<file path="src/rtl/fp_sub_arbiter.sv">
// Round-robin arbiter sharing one combinational IEEE-754 subtractor across NUM_REQ requesters.
// Two-stage pipeline (operands, response). Define FP_SUB_ARB_PERF_EN to add perf counters.

module IEEE_754_subtractor (
    input  logic [31:0] a,
    input  logic [31:0] b,
    output logic [31:0] result,
    output logic        valid
);
    logic        big_s, sml_s, rnd, uf, nan_in;
    logic [7:0]  big_e, sml_e, shamt;
    logic [27:0] big_m, sml_m, sml_sh, raw;
    logic [26:0] nrm;
    logic [4:0]  lz;
    logic [9:0]  er;
    logic [30:0] mag;

    always_comb begin
        // b's sign is flipped so the whole operation becomes a + (-b), ordered by magnitude
        if (a[30:0] >= b[30:0]) begin
            big_s = a[31];  big_e = a[30:23]; big_m = {1'b0, a[30:23] != 8'd0, a[22:0], 3'b000};
            sml_s = ~b[31]; sml_e = b[30:23]; sml_m = {1'b0, b[30:23] != 8'd0, b[22:0], 3'b000};
        end else begin
            big_s = ~b[31]; big_e = b[30:23]; big_m = {1'b0, b[30:23] != 8'd0, b[22:0], 3'b000};
            sml_s = a[31];  sml_e = a[30:23]; sml_m = {1'b0, a[30:23] != 8'd0, a[22:0], 3'b000};
        end
        if (big_e == 8'd0) big_m = '0;
        if (sml_e == 8'd0) sml_m = '0;
        shamt = big_e - sml_e;
        if (shamt > 8'd26)
            sml_sh = {27'd0, |sml_m};
        else
            sml_sh = (sml_m >> shamt) | {27'd0, |(sml_m & ((28'd1 << shamt) - 28'd1))};
        raw = (big_s == sml_s) ? big_m + sml_sh : big_m - sml_sh;
        er  = {2'b00, big_e};
        lz  = '0;
        uf  = 1'b0;
        if (raw[27]) begin
            nrm = {raw[27:2], raw[1] | raw[0]};
            er  = er + 10'd1;
        end else begin
            for (int i = 0; i < 27; i++)
                if (raw[i]) lz = 5'(26 - i);
            nrm = raw[26:0] << lz;
            er  = er - {5'd0, lz};
            uf  = (raw[26:0] == 27'd0) || (big_e <= {3'd0, lz});
        end
        // round to nearest even; the hidden bit carries into the exponent field
        rnd = nrm[2] & (nrm[1] | nrm[0] | nrm[3]);
        mag = {er[7:0] - 8'd1, 23'd0} + {7'd0, nrm[26:3]} + {30'd0, rnd};
        nan_in = (a[30:23] == 8'hFF) | (b[30:23] == 8'hFF);
        valid  = 1'b1;
        if (nan_in) begin
            result = 32'h7FC0_0000;
            valid  = 1'b0;
        end else if (uf) begin
            result = 32'd0;
        end else if (er >= 10'd255 || mag[30:23] == 8'hFF) begin
            result = {big_s, 8'hFF, 23'd0};
            valid  = 1'b0;
        end else begin
            result = {big_s, mag};
        end
    end
endmodule

module fp_sub_arbiter #(
    parameter int NUM_REQ = 4
) (
    input  logic                       clk,
    input  logic                       rst_n,
    input  logic [NUM_REQ-1:0]         req_valid,
    input  logic [32*NUM_REQ-1:0]      req_a,
    input  logic [32*NUM_REQ-1:0]      req_b,
    output logic [NUM_REQ-1:0]         req_ready,
    output logic                       rsp_valid,
    input  logic                       rsp_ready,
    output logic [$clog2(NUM_REQ)-1:0] rsp_id,
    output logic [31:0]                rsp_result,
    output logic                       rsp_flag,
    output logic                       busy
`ifdef FP_SUB_ARB_PERF_EN
    ,
    output logic [31:0]                perf_busy,
    output logic [31:0]                perf_stall
`endif
);
    localparam int ID_W = $clog2(NUM_REQ);
    localparam logic [ID_W:0] NREQ = (ID_W+1)'(NUM_REQ);

    logic [31:0]        op_a [NUM_REQ];
    logic [31:0]        op_b [NUM_REQ];
    logic               s1_valid, s2_load, s1_free, hs, found, sub_vld;
    logic [31:0]        s1_a, s1_b, sub_res;
    logic [ID_W-1:0]    s1_id, last_grant, gidx, idx;
    logic [ID_W:0]      sum_idx;
    logic [NUM_REQ-1:0] grant;

    for (genvar g = 0; g < NUM_REQ; g++) begin : g_unpack
        assign op_a[g] = req_a[32*g +: 32];
        assign op_b[g] = req_b[32*g +: 32];
    end

    // first valid requester at or after last_grant+1, wrapping
    always_comb begin
        grant   = '0;
        gidx    = '0;
        idx     = '0;
        sum_idx = '0;
        found   = 1'b0;
        for (int k = 1; k <= NUM_REQ; k++) begin
            sum_idx = {1'b0, last_grant} + (ID_W+1)'(k);
            idx     = (sum_idx >= NREQ) ? ID_W'(sum_idx - NREQ) : sum_idx[ID_W-1:0];
            if (!found && req_valid[idx]) begin
                found       = 1'b1;
                grant[idx]  = 1'b1;
                gidx        = idx;
            end
        end
    end

    assign s2_load   = s1_valid & (~rsp_valid | rsp_ready);
    assign s1_free   = ~s1_valid | s2_load;
    assign req_ready = grant & {NUM_REQ{s1_free & rst_n}};
    assign hs        = |(req_valid & req_ready);
    assign busy      = s1_valid | rsp_valid;

    IEEE_754_subtractor u_sub (
        .a      (s1_a),
        .b      (s1_b),
        .result (sub_res),
        .valid  (sub_vld)
    );

    // stage 1: operand register
    always_ff @(posedge clk or negedge rst_n) begin
        if (!rst_n) begin
            s1_valid   <= 1'b0;
            s1_a       <= '0;
            s1_b       <= '0;
            s1_id      <= '0;
            last_grant <= ID_W'(NUM_REQ - 1);
        end else if (s1_free) begin
            s1_valid <= hs;
            if (hs) begin
                s1_a       <= op_a[gidx];
                s1_b       <= op_b[gidx];
                s1_id      <= gidx;
                last_grant <= gidx;
            end
        end
    end

    // stage 2: response register
    always_ff @(posedge clk or negedge rst_n) begin
        if (!rst_n) begin
            rsp_valid  <= 1'b0;
            rsp_id     <= '0;
            rsp_result <= '0;
            rsp_flag   <= 1'b0;
        end else if (s2_load) begin
            rsp_valid  <= 1'b1;
            rsp_id     <= s1_id;
            rsp_result <= sub_res;
            rsp_flag   <= sub_vld;
        end else if (rsp_ready) begin
            rsp_valid  <= 1'b0;
        end
    end

`ifdef FP_SUB_ARB_PERF_EN
    function automatic logic [31:0] sat_inc(input logic [31:0] v);
        return (v == 32'hFFFF_FFFF) ? v : v + 32'd1;
    endfunction

    always_ff @(posedge clk or negedge rst_n) begin
        if (!rst_n) begin
            perf_busy  <= '0;
            perf_stall <= '0;
        end else begin
            if (busy)
                perf_busy <= sat_inc(perf_busy);
            if (|req_valid & ~|req_ready)
                perf_stall <= sat_inc(perf_stall);
        end
    end
`endif
endmodule

</file>
<file path="config.mk">
export PLATFORM = sky130hd
export DESIGN_NAME = fp_sub_arbiter
export DESIGN_NICKNAME = d
export VERILOG_FILES = /design/src/rtl/fp_sub_arbiter.sv
export SDC_FILE = /design/constraint.sdc
export NUM_CORES = 1
export LEC_CHECK = 0
export ABC_CLOCK_PERIOD_IN_PS = 47000
export BUFFER_PORTS_ARGS = -buffer_cell sky130_fd_sc_hd__buf_2
export CORE_UTILIZATION = 50
export CTS_CLUSTER_DIAMETER = 60
export CTS_CLUSTER_SIZE = 28
export DETAILED_ROUTE_END_ITERATION = 8
export HOLD_SLACK_MARGIN = 0.15
export PLACE_DENSITY = 0.73
export SETUP_SLACK_MARGIN = 0.05
export SKIP_LAST_GASP = 1
export SLEW_MARGIN = 20
export SYNTH_ARGS = -nofsm -noshare
export SYNTH_HDL_FRONTEND = slang
export SYNTH_SLANG_ARGS = --single-unit
</file>
<file path="constraint.sdc">
create_clock -name clk -period 47 [get_ports clk]
set_input_delay 9.4 -clock clk [delete_from_list [all_inputs] [get_ports clk]]
set_output_delay 9.4 -clock clk [all_outputs]
set_load 0.005 [all_outputs]
</file>
==> impl_metrics.env, run 1 <==
export IMPL_status="completed"
export IMPL_final_common_cell="nand2_1"
export IMPL_grt_pass1_vias=18570
export IMPL_cts_tree="built"
export IMPL_met2_usage_pct=59.03
export IMPL_grt_busiest_layer="met2"
export IMPL_wl_per_cell_um=20.79
export IMPL_ctsResizeCount=0
export IMPL_finalMaxSlewViolations=0
export IMPL_num_rows=66
export IMPL_grt_setup_unrepaired="no"
export IMPL_cts_htree_levels=3
export IMPL_syn_nets=2886
export IMPL_numCtsBuffers=9
export IMPL_initial_core_util_pct=51.24
export IMPL_gp_congestion=1.031
export IMPL_finalSetupViolCount=0
export IMPL_nets=3061
export IMPL_crit_chain="buf_2, inv_1, nor2_1, a211oi_1, a31oi_1, nor2b_1, a22oi_1, nor2_1, a221oi_1, nor2_1, buf_2"
export IMPL_hold_viol=0
export IMPL_maxCapViolCount=0
export IMPL_drtPass1Iterations=6
export IMPL_syn_cell_area_mm2=0.01684
export IMPL_worstSetupEndpointType="output pin"
export IMPL_fin_tns_setup_ps=0
export IMPL_place_inst=3152
export IMPL_postSynth_asyncResetShare_pct=100.0
export IMPL_grt_use_total_pct=37.60
export IMPL_ys_flop_type="dfrtp_1"
export IMPL_cts_hold_buffers=0
export IMPL_vias=20510
export IMPL_grtUsageMet3_pct=7.122
export IMPL_crit_fanout=6
export IMPL_post_synth_cell_area_avg_um2=6.615
export IMPL_die_area_mm2=0.03442
export IMPL_worstPathArrival_ps=11180
export IMPL_dp_hpwl_um=51160
export IMPL_fin_crit_sh_pct=43.79
export IMPL_grt_max_degree=110
export IMPL_clk_latency_ps=370
export IMPL_routed_wl_um=65960
export IMPL_vias_per_cell=6.466
export IMPL_yosysWarnings=0
export IMPL_fin_crit_ps=20580
export IMPL_fp_dieH_um=185.5
export IMPL_overflow=0
export IMPL_postCtsSetupRepairBufs=0
export IMPL_yosysUniqueCellTypes=114
export IMPL_final_cell_mix="nand2_1, nor2_1, buf_2, o21ai_0, a21oi_1"
export IMPL_clock_skew_ps=14.42
export IMPL_area_growth_pct=11.59
export IMPL_tightestPinTransition_ps=1002
export IMPL_ant_nets=0
export IMPL_crit_top_cell="nor2_1"
export IMPL_die_w_um=185.5
export IMPL_syn_inst=2546
export IMPL_io_pins=304
export IMPL_clock_sinks=105
export IMPL_drt_iter0_drc=2175
export IMPL_slowest_stage="a31oi_1"
export IMPL_hold_class="flip-flop to flip-flop"
export IMPL_synth_seq_cells=105
export IMPL_worst_path_largest_cell_delay_ps=400
export IMPL_grt_pass1_wl_um=101600
export IMPL_synth_edff_count=0
export IMPL_cp_required_ps=37600
export IMPL_core_mm2=0.03287
export IMPL_path_clk_slew_ps=70
export IMPL_io_buffers=303
export IMPL_critical_path_class="input port to output pin"
export IMPL_fmax_ghz=0.04859
export IMPL_drc=0
export IMPL_clockRootBuffer="clkbuf_16"
export IMPL_drive_gt1_share_pct=16.18
export IMPL_synth_seq_area_share_pct=15.62
export IMPL_final_cells=3172
export IMPL_startpoint_type="input port"
export IMPL_antenna_found_initial=5
export IMPL_clockBufferDepth=2
export IMPL_relSlewSlack_pct=33.02
export IMPL_use_met1_pct=49.24
[state kept, by name, indices dropped and copies added (netlist names)]
name,count
s1_a,32
rsp_result,32
s1_b,32
s1_id,2
last_grant,2
s1_valid,1
rsp_id,2
rsp_flag,1
rsp_valid,1
[cell usage after synthesis (all sizes together) (14+ instances only)]
library cell / instances / area (um2)
o22ai: 25 / 168.9
o31ai: 14 / 118.9
a22oi: 14 / 110.1
nand2: 408 / 1539
nor3: 64 / 341.6
buf: 45 / 259.0
a221oi: 16 / 152.7
and3: 23 / 148.9
o211ai: 36 / 270.3
a21oi: 142 / 721.9
dfrtp: 103 / 2577
ha: 75 / 938.4
a31oi: 20 / 125.1
clkbuf: 121 / 454.2
nor4: 23 / 158.9
a32o: 19 / 190.2
mux2i: 53 / 530.5
nor2b: 16 / 100.1
xor2: 29 / 254.0
and2: 21 / 132.6
mux2: 14 / 157.7
nor2: 375 / 1413
or3: 15 / 93.84
nand3: 124 / 620.6
inv: 85 / 319.1
o21a: 19 / 143.9
o21ai: 268 / 1353
nand4: 26 / 183.9
o2111ai: 18 / 157.7
a21o: 25 / 187.7
xnor2: 60 / 525.5
a211oi: 29 / 230.2
[critical path, delay by kind of cell]
kind	cells	cell delay, ps
AND/OR/NAND/NOR	4	500
buffers and inverters	3	380
AO/OA/AOI/OAI	4	900
[per-layer routing]
metal / vias to the layer above / wire length, um
li1: 9638 / -
met1: 9524 / 26940
met2: 1142 / 29900
met3: 205 / 5944
met4: 0 / 3178
met5: - / 0
[final cells by class]
cell class | instances | area, um2
antenna | 4 | 10.01
clock buffer | 10 | 239.0
clock inverter | 6 | 73.82
fill | 3364 | 14070
inverter | 87 | 326.6
multi-input combinational | 2188 | 13240
sequential | 105 | 2630
tap | 442 | 553.0
timing repair buffer | 330 | 1722
[worst paths after layout]
kind                       slack, ps          from       endpoint  cells past startpoint
setup reg to reg               29640      s1_b[28]       rsp_flag                     52
max in group asynchronous      36760         rst_n       s1_b[14]                      2
setup / recovery               26420  req_valid[0]   req_ready[0]                     11
hold / removal                   480     rsp_id[1]      rsp_id[1]                      2
hold reg to reg                  480     rsp_id[1]      rsp_id[1]                      2
min in group asynchronous       8970         rst_n  rsp_result[5]                      1
[cells by family after synthesis]
family	share of synthesized area [%]
adder cells (fa/ha/maj)	5.810
XOR/XNOR	4.628
buffers and inverters	6.174
AO/OA/AOI/OAI	31.81
flip-flops	15.62
multiplexers	5.022
AND/OR/NAND/NOR	30.94
[through the flow]
step                hold slack (ps)  setup WS (ps)  util (%)  cell area [um2]
finish                        479.6          26420     57.18            18790
floorplan                     438.6          26880         -            16840
global placement              448.3          26450     56.20            18470
CTS                           486.4          26440     57.15            18780
detailed placement            462.0          26450     56.20            18470
global route                  504.5          26170     57.17            18790
Power of run 1 is left out: the tool's default activity adds up to more than one toggle a clock period on the data nets, which glitch-free logic cannot reach.
==> inputs of run 2 (changes only) <==
--- a/config.mk
+++ b/config.mk
@@ -5,7 +5,7 @@
 export SDC_FILE = /design/constraint.sdc
 export NUM_CORES = 1
 export LEC_CHECK = 0
-export ABC_CLOCK_PERIOD_IN_PS = 47000
+export ABC_CLOCK_PERIOD_IN_PS = 20200
 export BUFFER_PORTS_ARGS = -buffer_cell sky130_fd_sc_hd__buf_2
 export CORE_UTILIZATION = 50
 export CTS_CLUSTER_DIAMETER = 60
==> constraint.sdc (replaced) <==
create_clock -name clk -period 20.2 [get_ports clk]
set_input_delay 4.04 -clock clk [delete_from_list [all_inputs] [get_ports clk]]
set_output_delay 4.04 -clock clk [all_outputs]
set_load 0.005 [all_outputs]
==> impl_metrics.env, run 2 (synthesis results as in run 1) <==
export IMPL_status="completed"
export IMPL_cts_tree="built"
export IMPL_fin_tns_setup_ps=0
export IMPL_numCtsBuffers=9
export IMPL_cp_required_ps=20450
export IMPL_top_regs="rsp_result x32, s1_a x32, s1_b x32"
export IMPL_initial_core_util_pct=51.24
export IMPL_num_rows=66
export IMPL_fp_dieH_um=185.5
export IMPL_postCtsSetupRepairBufs=0
export IMPL_hold_class="flip-flop to flip-flop"
export IMPL_cts_hold_buffers=0
export IMPL_dr_wl_met2_um=30550
export IMPL_startpoint_type="flip-flop"
export IMPL_clock_sinks=105
export IMPL_worstPathArrival_ps=17520
export IMPL_area_growth_pct=11.26
export IMPL_drc=0
export IMPL_hold_viol=0
export IMPL_final_cell_mix="nand2_1, nor2_1, buf_2, o21ai_0, a21oi_1"
export IMPL_drt_iter0_drc=2550
export IMPL_route_met3_wl_um=6258
export IMPL_grt_pass1_vias=19140
export IMPL_grt_setup_unrepaired="no"
export IMPL_die_area_mm2=0.03442
export IMPL_finalSetupViolCount=0
export IMPL_vias_per_cell=6.520
export IMPL_antenna_found_initial=2
export IMPL_final_common_cell="nand2_1"
export IMPL_wl_per_cell_um=21.41
export IMPL_wirelength_met1_um=27150
export IMPL_ant_nets=0
export IMPL_clock_skew_ps=18.46
export IMPL_nFillCells=3282
export IMPL_fin_crit_ps=17270
export IMPL_critical_path_class="flip-flop to flip-flop"
export IMPL_ctsResizeCount=0
export IMPL_placedInstanceArea_mm2=0.01846
export IMPL_io_buffers=303
export IMPL_io_pins=304
export IMPL_die_w_um=185.5
export IMPL_cts_htree_levels=3
export IMPL_fin_crit_sh_pct=85.50
export IMPL_slowest_stage="ha_2"
export IMPL_crit_fanout=50
export IMPL_stdcell_area_mm2=0.01874
export IMPL_nets=3060
export IMPL_tightestPinTransition_ps=1007
export IMPL_grt_pass1_wl_um=105600
export IMPL_clockRootBuffer="clkbuf_16"
export IMPL_routed_wl_um=67820
export IMPL_dp_hpwl_um=52700
export IMPL_overflow=0
export IMPL_clk_latency_ps=370
export IMPL_drtPass1Iterations=6
export IMPL_grt_use_total_pct=39.21
export IMPL_maxCapViolCount=0
export IMPL_gp_congestion=1.113
export IMPL_crit_top_cell="nor2_1"
export IMPL_core_mm2=0.03287
export IMPL_path_clk_slew_ps=70
export IMPL_grt_max_degree=109
export IMPL_clockBufferDepth=2
export IMPL_hold_slack_ps=480.0
export IMPL_worstSetupEndpointType="flip-flop"
export IMPL_worst_path_largest_cell_delay_ps=810
export IMPL_vias=20660
export IMPL_fmax_ghz=0.05790
export IMPL_relSlewSlack_pct=32.18
export IMPL_topRoutingLayerUsed="met5"
export IMPL_drive_gt1_share_pct=16.07
export IMPL_finalMaxSlewViolations=0
==> run 2: metal layers <==
metal / vias to the layer above / global-route usage, %
met5: - / 0
met4: 2 / 21.88
met3: 267 / 8.785
met2: 1201 / 61.99
met1: 9565 / 49.21
li1: 9620 / -
==> run 2: final timing paths <==
| kind | to | slack [ps] | start | cells past startpoint |
|---|---|---|---|---|
| max reg2reg | rsp_flag | 2930 | s1_b[23] | 58 |
| min | rsp_id[0] | 480 | s1_id[0] | 2 |
| max in group asynchronous | s1_a[16] | 15330 | rst_n | 2 |
| min reg2reg | rsp_id[0] | 480 | s1_id[0] | 2 |
| max | rsp_flag | 2930 | s1_b[23] | 58 |
| min in group asynchronous | rsp_result[4] | 3640 | rst_n | 1 |
==> run 2: layout make-up <==
type | instances | area [um2] | area share [%]
diodes | 1 | 2.502 | 0.01336
clock buffers | 11 | 232.7 | 1.242
clock inverters | 5 | 38.79 | 0.2070
inverters | 87 | 326.6 | 1.743
multi-input cells | 2188 | 13240 | 70.66
flip-flops and latches | 105 | 2630 | 14.04
well taps | 442 | 553.0 | 2.952
repair buffers | 329 | 1714 | 9.149
==> run 2: through the flow <==
step	utilization, %	worst slack [ps]	instances
2_1_floorplan	-	5357	2546
3_3_place_gp	56.17	3918	3151
6_report	57.01	2928	3168
4_1_cts	57.00	3373	3167
3_5_place_dp	56.17	3448	3151
5_1_grt	57.00	1911	3167
==> run 2: critical path: cells and delay by family, from the launching register on <==
kind | cells | cell delay (ps)
fa+ha+maj | 4 | 1730
xor+xnor | 4 | 690
mux | 1 | 280
buf+inv | 5 | 1780
compound gates | 19 | 5190
simple gates | 25 | 7030
flops | 1 | 420
Power of run 2 is left out for the same reason.
